$ cat src/rtl/range_pkg.sv
// Shared types and defaults for the range stream source and its FIFO.
package range_pkg;

  typedef enum logic [1:0] {
    IDLE = 2'd0,
    PLAY = 2'd1,
    DONE = 2'd2
  } state_t;

  localparam int DEF_WIDTH = 16;
  localparam int DEF_DEPTH = 8;

endpackage

$ cat src/rtl/range_sample_fifo.sv
// Sample buffer: power-of-two circular FIFO with registered count/full/empty.
module range_sample_fifo #(
  parameter int WIDTH = range_pkg::DEF_WIDTH,
  parameter int DEPTH = range_pkg::DEF_DEPTH
) (
  input  logic                     clock,
  input  logic                     reset,
  input  logic                     push,
  input  logic [WIDTH-1:0]         wr_data,
  input  logic                     pop,
  output logic [WIDTH-1:0]         rd_data,
  output logic [$clog2(DEPTH):0]   count,
  output logic                     full,
  output logic                     empty
);

  localparam int AW = $clog2(DEPTH);
  localparam int CW = AW + 1;

  logic [WIDTH-1:0] mem [DEPTH];
  logic [AW-1:0]    wr_ptr;
  logic [AW-1:0]    rd_ptr;
  logic             do_push;
  logic             do_pop;
  logic [CW-1:0]    count_n;

  assign do_push = push && !full;
  assign do_pop  = pop && !empty;
  assign rd_data = mem[rd_ptr];

  always_comb begin
    count_n = count;
    case ({do_push, do_pop})
      2'b10:   count_n = count + CW'(1);
      2'b01:   count_n = count - CW'(1);
      default: count_n = count;
    endcase
  end

  // Storage carries no reset; only pointers and occupancy are control state.
  always_ff @(posedge clock) begin
    if (do_push) mem[wr_ptr] <= wr_data;
  end

  always_ff @(posedge clock or posedge reset) begin
    if (reset) begin
      wr_ptr <= '0;
      rd_ptr <= '0;
      count  <= '0;
      full   <= 1'b0;
      empty  <= 1'b1;
    end else begin
      if (do_push) wr_ptr <= wr_ptr + AW'(1);
      if (do_pop)  rd_ptr <= rd_ptr + AW'(1);
      count <= count_n;
      full  <= (count_n == CW'(DEPTH));
      empty <= (count_n == '0);
    end
  end

endmodule

$ cat src/rtl/range_stream_source.sv
// Buffers a host-loaded burst and replays it as a go/finish-framed stream.
// Optional expected-range tracking is enabled with RANGE_SRC_EXPECT_EN.
module range_stream_source
  import range_pkg::*;
#(
  parameter int WIDTH = DEF_WIDTH,
  parameter int DEPTH = DEF_DEPTH
) (
  input  logic                   clock,
  input  logic                   reset,
  input  logic [WIDTH-1:0]       wr_data,
  input  logic                   wr_en,
  input  logic                   start,
  output logic [WIDTH-1:0]       data_out,
  output logic                   go,
  output logic                   finish,
  output logic                   busy,
  output logic                   done,
  output logic [$clog2(DEPTH):0] count,
  output logic                   full,
  output logic                   empty,
  output logic                   err,
  output logic [WIDTH-1:0]       exp_range
);

  localparam int CW = $clog2(DEPTH) + 1;

  state_t           state;
  logic             first;
  logic             idle;
  logic             start_ok;
  logic             push;
  logic             pop;
  logic             last;
  logic             err_set;
  logic [WIDTH-1:0] head;

  assign idle     = (state == IDLE);
  assign start_ok = start && idle && (count >= CW'(2));
  // A write colliding with an accepted start is dropped so N stays as sampled.
  assign push     = wr_en && idle && !full && !start_ok;
  assign pop      = (state == PLAY) && !empty;
  assign last     = pop && (count == CW'(1));
  assign err_set  = (wr_en && !push) || (start && idle && !start_ok);

  range_sample_fifo #(
    .WIDTH (WIDTH),
    .DEPTH (DEPTH)
  ) u_fifo (
    .clock   (clock),
    .reset   (reset),
    .push    (push),
    .wr_data (wr_data),
    .pop     (pop),
    .rd_data (head),
    .count   (count),
    .full    (full),
    .empty   (empty)
  );

  always_ff @(posedge clock or posedge reset) begin
    if (reset) begin
      state    <= IDLE;
      first    <= 1'b0;
      data_out <= '0;
      go       <= 1'b0;
      finish   <= 1'b0;
      busy     <= 1'b0;
      done     <= 1'b0;
      err      <= 1'b0;
    end else begin
      err    <= err | err_set;
      go     <= 1'b0;
      finish <= 1'b0;
      done   <= 1'b0;
      case (state)
        IDLE: begin
          if (start_ok) begin
            state <= PLAY;
            busy  <= 1'b1;
            first <= 1'b1;
          end
        end
        PLAY: begin
          if (pop) begin
            data_out <= head;
            go       <= first;
            finish   <= last;
            first    <= 1'b0;
          end
          if (last || empty) state <= DONE;
        end
        DONE: begin
          done  <= 1'b1;
          busy  <= 1'b0;
          state <= IDLE;
        end
        default: state <= IDLE;
      endcase
    end
  end

`ifdef RANGE_SRC_EXPECT_EN
  logic [WIDTH-1:0] min_q;
  logic [WIDTH-1:0] max_q;
  logic [WIDTH-1:0] min_n;
  logic [WIDTH-1:0] max_n;

  // An empty buffer reseeds the running extremes from the incoming sample.
  always_comb begin
    min_n = (empty || (wr_data < min_q)) ? wr_data : min_q;
    max_n = (empty || (wr_data > max_q)) ? wr_data : max_q;
  end

  always_ff @(posedge clock) begin
    if (push) begin
      min_q <= min_n;
      max_q <= max_n;
    end
  end

  always_ff @(posedge clock or posedge reset) begin
    if (reset) begin
      exp_range <= '0;
    end else if (push) begin
      exp_range <= max_n - min_n;
    end else if (state == DONE) begin
      exp_range <= '0;
    end
  end
`else
  assign exp_range = '0;
`endif

endmodule

$ cat config.mk
export PLATFORM = sky130hd
export DESIGN_NAME = range_stream_source
export DESIGN_NICKNAME = d
export VERILOG_FILES = /design/src/rtl/range_pkg.sv /design/src/rtl/range_sample_fifo.sv /design/src/rtl/range_stream_source.sv
export SDC_FILE = /design/constraint.sdc
export NUM_CORES = 1
export LEC_CHECK = 0
export ABC_AREA = 1
export BUFFER_PORTS_ARGS = -buffer_cell sky130_fd_sc_hd__buf_4
export CAP_MARGIN = 20
export CORE_MARGIN = 4
export CORE_UTILIZATION = 55
export CTS_BUF_LIST = sky130_fd_sc_hd__clkbuf_8
export CTS_CLUSTER_DIAMETER = 200
export DETAILED_ROUTE_END_ITERATION = 8
export PLACE_DENSITY = 0.78
export SLEW_MARGIN = 20
export SYNTH_ARGS = -nofsm -noshare
export SYNTH_HDL_FRONTEND = slang
export SYNTH_SLANG_ARGS = --single-unit
$ cat constraint.sdc
create_clock -name clock -period 2.8 [get_ports clock]
set_input_delay 0.28 -clock clock [delete_from_list [all_inputs] [get_ports clock]]
set_output_delay 0.28 -clock clock [all_outputs]
set_load 0.01 [all_outputs]
; ---- Word-level counts from Yosys, hierarchy flattened
; Memories as Yosys holds them, arrays and structs flattened. A register that Yosys moved wholly into a read port is not among the register bits.
; Index checks and enable logic that the tools add are counted.
[totals]
in_bits = 20
reg_bits = 20
mem_count = 1
ram_bits = 128
word_cells = 68
output_inout_bits = 43
[mem_list]
columns = name, words, word_bits, rd, rd_ports_with_merged_regs, write_ports, line_no
row1 = u_fifo.mem, 8, 16, 1, 1, 1, range_sample_fifo.sv:20  ; logic [WIDTH-1:0] mem [DEPTH];
[op_classes]
eq_ne = 9
bitwise_logic = 1
n_lt_le_gt_ge = 1
muxes = 15
n_reduce_logical = 25
addsub = 4
[ops]
columns = op, n
row1 = 1-bit logical AND, 11
row2 = 1-bit 2-to-1 mux, 9
row3 = 4-bit one-hot mux with 2 select lines, 1
row4 = 3-bit by 1-bit adder with 3-bit output (second input constant), 2
row5 = 2-bit AND reduction, 3
row6 = 4-bit by 1-bit adder with 4-bit output (second input constant), 1
row7 = 2-bit by 1-bit == test with 1-bit output (second input constant), 2
row8 = 2-bit == test (second input constant), 2
row9 = 4-bit by 1-bit == test with 1-bit output (second input constant), 1
row10 = 4-bit == test (second input constant), 1
row11 = 4-bit by 2-bit greater-or-equal comparator with 1-bit output (second input constant), 1
row12 = 1-bit logical NOT, 4
row13 = 4-bit logical NOT, 1
row14 = 2-bit 2-to-1 mux, 2
row15 = 2-bit by 1-bit inequality test with 1-bit output (second input constant), 2
row16 = 1-bit one-hot mux with 2 select lines, 2
row17 = 2-bit one-hot mux with 2 select lines, 1
row18 = 2-bit nonzero test, 2
row19 = 4-bit by 1-bit subtractor with 4-bit output (second input constant), 1
row20 = 3-bit AND reduction, 1
row21 = 2-bit logical NOT, 1
row22 = 1-bit logical OR, 2
row23 = 2-bit inequality test (second input constant), 1
row24 = 1-bit OR, 1

; ---- Longest topological paths before layout
; Gate-level depths: netlist (run 1).
[depth]
ltp_word = 9
mapped_depth = 15
depth_no_buf = 15

; ---- By module
; From an unflattened synthesis (run 1), not the netlist that was laid out.
[unflattened]
hier_cells = 578
hier_area_um2 = 6697.7
[by_module_without_submodules]
columns = module, area_each_um2, seq_area_each_um2, instances, cells_each
row1 = range_sample_fifo, 5625.4, 4145.2, 1, 453
row2 = range_stream_source, 1072.3, 600.6, 1, 125

; ---- Worst setup path after synthesis (run 1)
; Ideal clock, no wire load.
[synth_timing]
path_kind = register -> register
startpoint = register u_fifo.count[0]
endpoint = memory u_fifo.mem[6][0] in the netlist's numbering (enable)
path_slack_ns = 0.034
required_ns = 2.391
n_path_buf = 1
arrival_time_ns = 2.356
period_less_slack_ns = 2.766
stages_incl_launch_ff = 9
setup_time_ns = 0.409
path_cell_list = dfrtp_1 -> inv_1 -> ha_1 -> inv_1 -> nand3_1 -> nand2_2 -> nand2_2 -> buf_6 -> nor3_1
[synth_via]
elab_chain_cells = 7
[synth_rtl]
columns = item, line_no
row1 = start: declaration, range_sample_fifo.sv:12  ; output logic [$clog2(DEPTH):0] count,
row2 = start signal: assignment, range_sample_fifo.sv:55  ; count <= count_n;
row3 = 4-bit by 2-bit greater-or-equal comparator with 1-bit output, range_stream_source.sv:39  ; assign start_ok = start && idle && (count >= CW'(2));
row4 = 1-bit logical AND, range_stream_source.sv:39
row5 = 1-bit logical NOT, range_stream_source.sv:41  ; assign push = wr_en && idle && !full && !start_ok;
row6 = 1-bit logical AND, range_stream_source.sv:41
row7 = 1-bit logical AND, range_sample_fifo.sv:27  ; assign do_push = push && !full;
row8 = 1-bit 2-to-1 mux, range_sample_fifo.sv:42  ; if (do_push) mem[wr_ptr] <= wr_data;
row9 = 1-bit 2-to-1 mux (not written as such), range_sample_fifo.sv:42
row10 = end: declaration, range_sample_fifo.sv:20
; No other way between the ends.

; ---- Worst setup path after layout (run 1)
[layout_timing]
startpoint = register u_fifo.count[0]
endpoint = register u_fifo.empty
[layout_via]
elab_chain_cells = 8
elab_cells_between_ends = 11
cone_classes = add/sub: 2 / order compare: 1 / eq/ne: 2 / mux: 1 / reduce/logical: 5
[layout_rtl]
columns = item, line_no
row1 = 4-bit by 2-bit greater-or-equal comparator with 1-bit output *, range_stream_source.sv:39
row2 = 1-bit logical AND *, range_stream_source.sv:39
row3 = 1-bit logical NOT *, range_stream_source.sv:41
row4 = 1-bit logical AND *, range_stream_source.sv:41
row5 = 1-bit logical AND *, range_sample_fifo.sv:27
row6 = named net u_fifo.do_push, range_sample_fifo.sv:23  ; logic do_push;
row7 = 2-bit by 1-bit == test with 1-bit output / 2-bit == test (equally long branches), range_sample_fifo.sv:33  ; case ({do_push, do_pop})
row8 = 4-bit one-hot mux with 2 select lines *, range_sample_fifo.sv:33
row9 = 4-bit logical NOT *, range_sample_fifo.sv:57  ; empty <= (count_n == '0);
row10 = end signal: assignment, range_sample_fifo.sv:57
row11 = end: declaration, range_sample_fifo.sv:14  ; output logic empty
; The timed path passes the listed nets; every way through them passes the cells marked *.
; A chain may end at the register's enable or synchronous reset.

==> results of run 1 <==
through the flow:
step	instance area [um2]	hold WS, ns	cells	power [uW]
detailed placement	7290	0.359	799	6090
global placement	7290	0.350	799	5940
floorplan	6850	0.379	609	5250
finish	7700	0.0534	832	7770
global route	7700	0.0297	832	8280
CTS	7700	0.0244	832	7790
synth_stat cells, types with 2 or more instances:
master and number:
a21oi_1 4, buf_2 8, buf_4 20, buf_6 8, clkbuf_1 7, dfrtp_1 35, edfxtp_1 128, ha_1 9
inv_1 21, inv_2 3, nand2_1 65, nand2_2 2, nand3_1 59, nand4_1 2, nor2_1 136, nor3_1 8
o21ai_0 54, o21ai_1 16, xor2_1 3
registers in the layout, indices dropped and copies added (netlist names):
signal	flops
u_fifo.mem	128
busy	1
u_fifo.count	4
done	1
first	1
u_fifo.rd_ptr	3
go	1
u_fifo.full	1
data_out	16
err	1
state	2
u_fifo.wr_ptr	3
finish	1
u_fifo.empty	1
metal layers:
layer	GRT usage	vias to the layer above
met2	0.336	164
met5	0	-
met3	0.0475	32
met1	0.275	2241
met4	0.0862	0
li1	-	2106
repair_timing:
| item | CTS | global route |
|---|---|---|
| endpoints found under the hold margin | 11 | 0 |
| hold buffers | 1 | 0 |
| setup endpoints to repair | 0 | 1 |
| resized for setup | 0 | 1 |
cell type report:
class                           instances  area share
Inverter                               25      0.0122
Tap cell                              168      0.0273
Multi-Input combinational cell        377       0.227
Clock inverter                         15      0.0218
Timing Repair Buffer                   66      0.0647
Sequential cell                       164       0.617
Clock buffer                           17      0.0304
kinds of logic (layout without fill, tap and decap cells):
kind of cell / count (synthesis) / after routing / synth area share
AO/OA/AOI/OAI: 74 / 74 / 0.0545
XOR/XNOR: 3 / 3 / 0.00387
adder cells (fa/ha/maj): 9 / 9 / 0.0166
buffers and inverters: 68 / 123 / 0.0589
flip-flops: 164 / 164 / 0.698
other: 1 / 16 / 0.000552
AND/OR/NAND/NOR: 275 / 275 / 0.167
worst max path at each step:
stage	slack (ns)	from	endpoint	cells past startpoint
2_1_floorplan	0.03	u_fifo.count[0]	u_fifo.mem[6][0]	8
3_3_place_gp	0.48	u_fifo.count[0]	u_fifo.empty	13
3_5_place_dp	0.31	u_fifo.count[0]	u_fifo.empty	14
4_1_cts	0.27	u_fifo.count[0]	u_fifo.empty	14
5_1_grt	0.05	u_fifo.count[0]	u_fifo.empty	13
6_report	0.26	u_fifo.count[0]	u_fifo.empty	13
power by group through the flow:
stage | sequential (uW) | combinational (uW) | clock (uW)
2_1_floorplan | 3330 | 1930 | 0
4_1_cts | 3290 | 2770 | 1740
3_3_place_gp | 3310 | 2630 | 0
6_report | 3290 | 2770 | 1710
5_1_grt | 3340 | 3100 | 1840
3_5_place_dp | 3340 | 2750 | 0
critical path, delay by kind of cell, from the launching register on:
family | cells | cell delay [ns]
adders and majority gates | 2 | 0.54
buffers and inverters | 4 | 0.50
DFF | 1 | 0.47
and+or+nand+nor | 5 | 0.66
AOI/OAI and AO/OA | 2 | 0.30
==> impl_metrics.tcl, run 1 <==
set metrics [dict create \
    clk_latency_ns 0.46 \
    combPwrFrac 0.356 \
    status "complete, no violations" \
    crit_path_top_delay_cell "dfrtp_2" \
    cts_max_path_buffers 2 \
    vias_per_cell 5.46 \
    ys.flop_type "edfxtp_1" \
    fin_skew_ns 0.0146 \
    dieArea_um2 14200 \
    r2r_start "u_fifo.count[0]" \
    initial_core_util 0.564 \
    grt_pass1_vias 4467 \
    slew_violations 0 \
    pre_cts_ws_ns 0.310 \
    drtPass1Iterations 5 \
    worst-setup-path-type "register to register" \
    hold_viol_final 0 \
    syn_area_per_cell_um2 11.4 \
    r2r_cells 13 \
    critPathLaunchType "register" \
    diodes 0 \
    powerDensity_nw_per_um2 1010 \
    wl_met3_um 891 \
    maxCapViolCount 0 \
    hpwl_um 8670 \
    clkSinkCount 164 \
    rsz0062_at_grt "no" \
    antenna_found_initial 0 \
    peakVddDrop_uv 483 \
    grt_pass1_wl_um 22800 \
    min_period_over_period 0.905 \
    holdPathEnd "u_fifo.mem[3][9]" \
    max_freq_ghz 0.394 \
    p_sw_frac 0.374 \
    drive_gt1_frac 0.169 \
    crit_top_cell "inv_1" \
    crit_arrival_ns 2.92 \
    switching_power_uw 2910 \
    synth_cells 594 \
    clkTransAtPathRegs_ns 0.09 \
    vias 4543 \
    grt_overflow 0 \
    synth_edf_count 128 \
    cts_buffers 17 \
    crit_path_end_kind "register" \
    coreArea_um2 12100 \
    synth_top_cell_by_area "edfxtp_1" \
    regArea_um2 4750 \
    layout.nets 680 \
    rows 40 \
    fin_util 0.638 \
    cts_setup_buffers 0 \
    ys_ff_latch 164 \
    yosysSeqAreaShare 0.698 \
    synthDistinctLibCells 25 \
    drc_errors 0 \
    r2r_end "u_fifo.empty" \
    crit_chain "inv_1 -> ha_1 -> inv_1 -> nand3_1 -> nand2_2 -> nand2_2 -> inv_1 -> ha_1 -> inv_1 -> nand3_1 -> a21oi_1 -> nand2_1 -> a21oi_1" \
    cp.required_ns 3.18 \
    power_frac_clock 0.220 \
    num-fill-cells 893 \
    period_needed_ns 2.54 \
    ys_warn_count 0 \
    die_height_um 119 \
    io_buffers 46 \
    cpPeakStageDelay_ns 0.47 \
    hold_path_class "primary input to register" \
    first_iter_violations 468 \
    p_int_uw 4860 \
    worstMarginPinSlew_ns 0.692 \
    routed.top_layer "met4" \
    met2_wirelength_um 7110 \
    synth.top_cell.area_share 0.565 \
    min_from "wr_data[9]" \
    cts_tree "done" \
    final_cell_mix "nor2_1, edfxtp_1, nand2_1, buf_4, nand3_1" \
    crit_fanout 13 \
    relSlewSlack 0.536 \
    p_seq_frac 0.424 \
    multi_input_area_um2 1750 \
    grt_max_degree 41 \
    place.gp.congestion 0.941 \
    die_x_um 119 \
    whs_path_depth 1 \
    rrSetupSlack_ns 0.26 \
    ant_nets 0 \
    mappedNetlistArea_um2 6800 \
    area.growth.synth_to_final_pct 13.3 \
    final_common_cell "nor2_1" \
    drt-wirelength-per-cell_um 17.3 \
    ios 63 \
    fin_setup_tns_ns 0 \
    synth_top_cells_by_area "edfxtp_1, dfrtp_1, nor2_1" \
    wl_um 14400 \
    fin_ws_ns 0.265 \
    setup_viol_count_final 0 \
    synthArstFlopShare 0.220 \
    root_buffer "clkbuf_8" \
    m1WireLength_um 6130 \
    leakage_uw 0.00300 \
    grt_use_total 0.209 \
    htreeDepth 4 \
]
(Power assumes the default switching activity.)
==> run 2: changes to the inputs <==
==> constraint.sdc (replaced) <==
create_clock -name clock -period 2.2 [get_ports clock]
set_input_delay 0.22 -clock clock [delete_from_list [all_inputs] [get_ports clock]]
set_output_delay 0.22 -clock clock [all_outputs]
set_load 0.01 [all_outputs]
==> run 2 against run 1 <==
  * Wire length up 1.4%
  * Total power up 31%
  * Register-to-register slack worse by 0.06 ns
  * Global-route usage up 0.98 points
  * Die area unchanged
  * Worst setup slack worse by 0.057 ns
  * Highest routed layer unchanged
==> impl_metrics.tcl, run 2 (synthesis results as in run 1) <==
set metrics [dict create \
    status "complete, no violations" \
    grt_use_total 0.219 \
    max_freq_ghz 0.502 \
    critPathLaunchType "register" \
    min_from "start" \
    rows 40 \
    dieArea_um2 14200 \
    powerDensity_nw_per_um2 1260 \
    final_common_cell "nor2_1" \
    peakVddDrop_uv 595 \
    slew_violations 0 \
    drive_gt1_frac 0.187 \
    layout.nets 713 \
    num-fill-cells 872 \
    drc_errors 0 \
    worstMarginPinSlew_ns 0.645 \
    fin_skew_ns 0.0130 \
    drtPass1Iterations 5 \
    rrSetupSlack_ns 0.21 \
    area.growth.synth_to_final_pct 18.2 \
    leakage_uw 0.00317 \
    hold_path_class "primary input to register" \
    antenna_found_initial 0 \
    maxCapViolCount 0 \
    ant_nets 0 \
    cpPeakStageDelay_ns 0.45 \
    htreeDepth 4 \
    initial_core_util 0.564 \
    crit_fanout 6 \
    relSlewSlack 0.567 \
    whs_path_depth 3 \
    crit_top_cell "inv_1" \
    top_regs "u_fifo.mem x128, data_out x16, u_fifo.count x4" \
    drt-wirelength-per-cell_um 16.9 \
    first_iter_violations 545 \
    cts_buffers 17 \
    hold_viol_final 0 \
    holdPathEnd "err" \
    crit_family "simple AND/OR/NAND/NOR gates" \
    crit_chain "ha_1 -> inv_1 -> nand3_1 -> nand2_2 -> nand2_2 -> inv_1 -> ha_4 -> inv_1 -> nand3_1 -> a21oi_1 -> nand2_1 -> nor2_1" \
    cp.required_ns 2.58 \
    final_cell_mix "nor2_1, edfxtp_1, buf_4" \
    min_period_over_period 0.905 \
    root_buffer "clkbuf_8" \
    worst-setup-path-type "register to register" \
    diodes 0 \
    grt_pass1_vias 4676 \
    r2r_start "u_fifo.count[1]" \
    die_height_um 119 \
    r2r_end "u_fifo.full" \
    r2r_cells 12 \
    coreArea_um2 12100 \
    crit_path_top_delay_cell "dfrtp_2" \
    die_x_um 119 \
    ios 63 \
    grt_pass1_wl_um 23800 \
    vias 4654 \
    vias_per_cell 5.38 \
    clkTransAtPathRegs_ns 0.08 \
    cts_tree "done" \
    clkSinkCount 164 \
    place.gp.congestion 0.893 \
    largest_reg_flops 128 \
    crit_path_end_kind "register" \
    fin_setup_tns_ns 0 \
    crit_arrival_ns 2.37 \
    cts_max_path_buffers 2 \
    hpwl_um 9270 \
    grt_max_degree 47 \
    io_buffers 46 \
    setup_viol_count_final 0 \
    power_uw 10200 \
    wl_um 14600 \
    period_needed_ns 1.99 \
    clk_latency_ns 0.45 \
    regMostFlops "u_fifo.mem" \
    grt_overflow 0 \
    cp_num_buf_inv 3 \
]
-- run 2: cell count changes in the layout (fill, tap and decap cells not counted), moves of 2 or more --
cell and delta:
clkinv_4 -3, buf_4 +14, clkbuf_8 +2, buf_12 +2, dlygate4sd3_1 +17
-- run 2: power breakdown --
| part | total, uW | internal, uW | switching, uW | leakage, uW |
|---|---|---|---|---|
| registers | 4110 | 3850 | 254 | 0.00159 |
| logic | 3860 | 1410 | 2450 | 0.00138 |
| clock network | 2180 | 1160 | 1030 | 0.000209 |
| total | 10200 | 6420 | 3730 | 0.00317 |
-- run 2: what timing repair did --
item,4_1_cts,5_1_grt
hold buffers,16,2
gates resized for setup,0,4
endpoints found under the setup margin,0,2
buffers inserted,0,3
hold endpoints to repair,129,4
-- run 2: worst max path at each step --
stage	start	end	depth (start not counted)
final	u_fifo.count[1]	u_fifo.full	12
after global routing	u_fifo.count[1]	u_fifo.full	12
after CTS	u_fifo.count[1]	u_fifo.empty	12
after detailed placement	u_fifo.count[1]	u_fifo.empty	12
after global placement	u_fifo.count[0]	u_fifo.empty	13
after floorplan	u_fifo.count[0]	u_fifo.mem[0][0]	8
-- run 2: per-layer routing --
| layer | routed length (um) | track usage | vias up |
|---|---|---|---|
| li1 | - | - | 2175 |
| met1 | 5860 | 0.280 | 2250 |
| met2 | 7350 | 0.345 | 193 |
| met3 | 1010 | 0.0551 | 36 |
| met4 | 376 | 0.113 | 0 |
| met5 | 0 | 0 | - |
-- run 2: worst reg2reg max path, stage by stage (launching register included) --
cell and delay (ns):
dfrtp_2 0.45, ha_1 0.19, inv_1 0.05, nand3_1 0.12
nand2_2 0.12, nand2_2 0.09, inv_1 0.12, ha_4 0.23
inv_1 0.11, nand3_1 0.10, a21oi_1 0.14, nand2_1 0.10
nor2_1 0.11
-- run 2: final cells by class --
cell class                 count  area [um2]  share of cell area
multi-input combinational    377        1760               0.220
tap                          168         210              0.0262
sequential                   164        4750               0.591
clock inverter                13         143              0.0178
inverter                      25        93.8              0.0117
clock buffer                  19         262              0.0325
timing repair buffer          99         813               0.101
-- run 2: through the flow --
| step | setup slack [ns] | area (um2) | std cells | hold WS (ns) | util |
|---|---|---|---|---|---|
| after global placement | 0.234 | 7410 | 812 | 0.373 | 0.614 |
| after detailed placement | 0.139 | 7410 | 812 | 0.385 | 0.614 |
| after CTS | 0.117 | 7970 | 860 | 0.00520 | 0.661 |
| after global routing | -0.0197 | 8030 | 865 | 0.0523 | 0.666 |
| final | 0.208 | 8030 | 865 | 0.0642 | 0.666 |
| after floorplan | -0.0789 | 6890 | 609 | 0.319 | - |
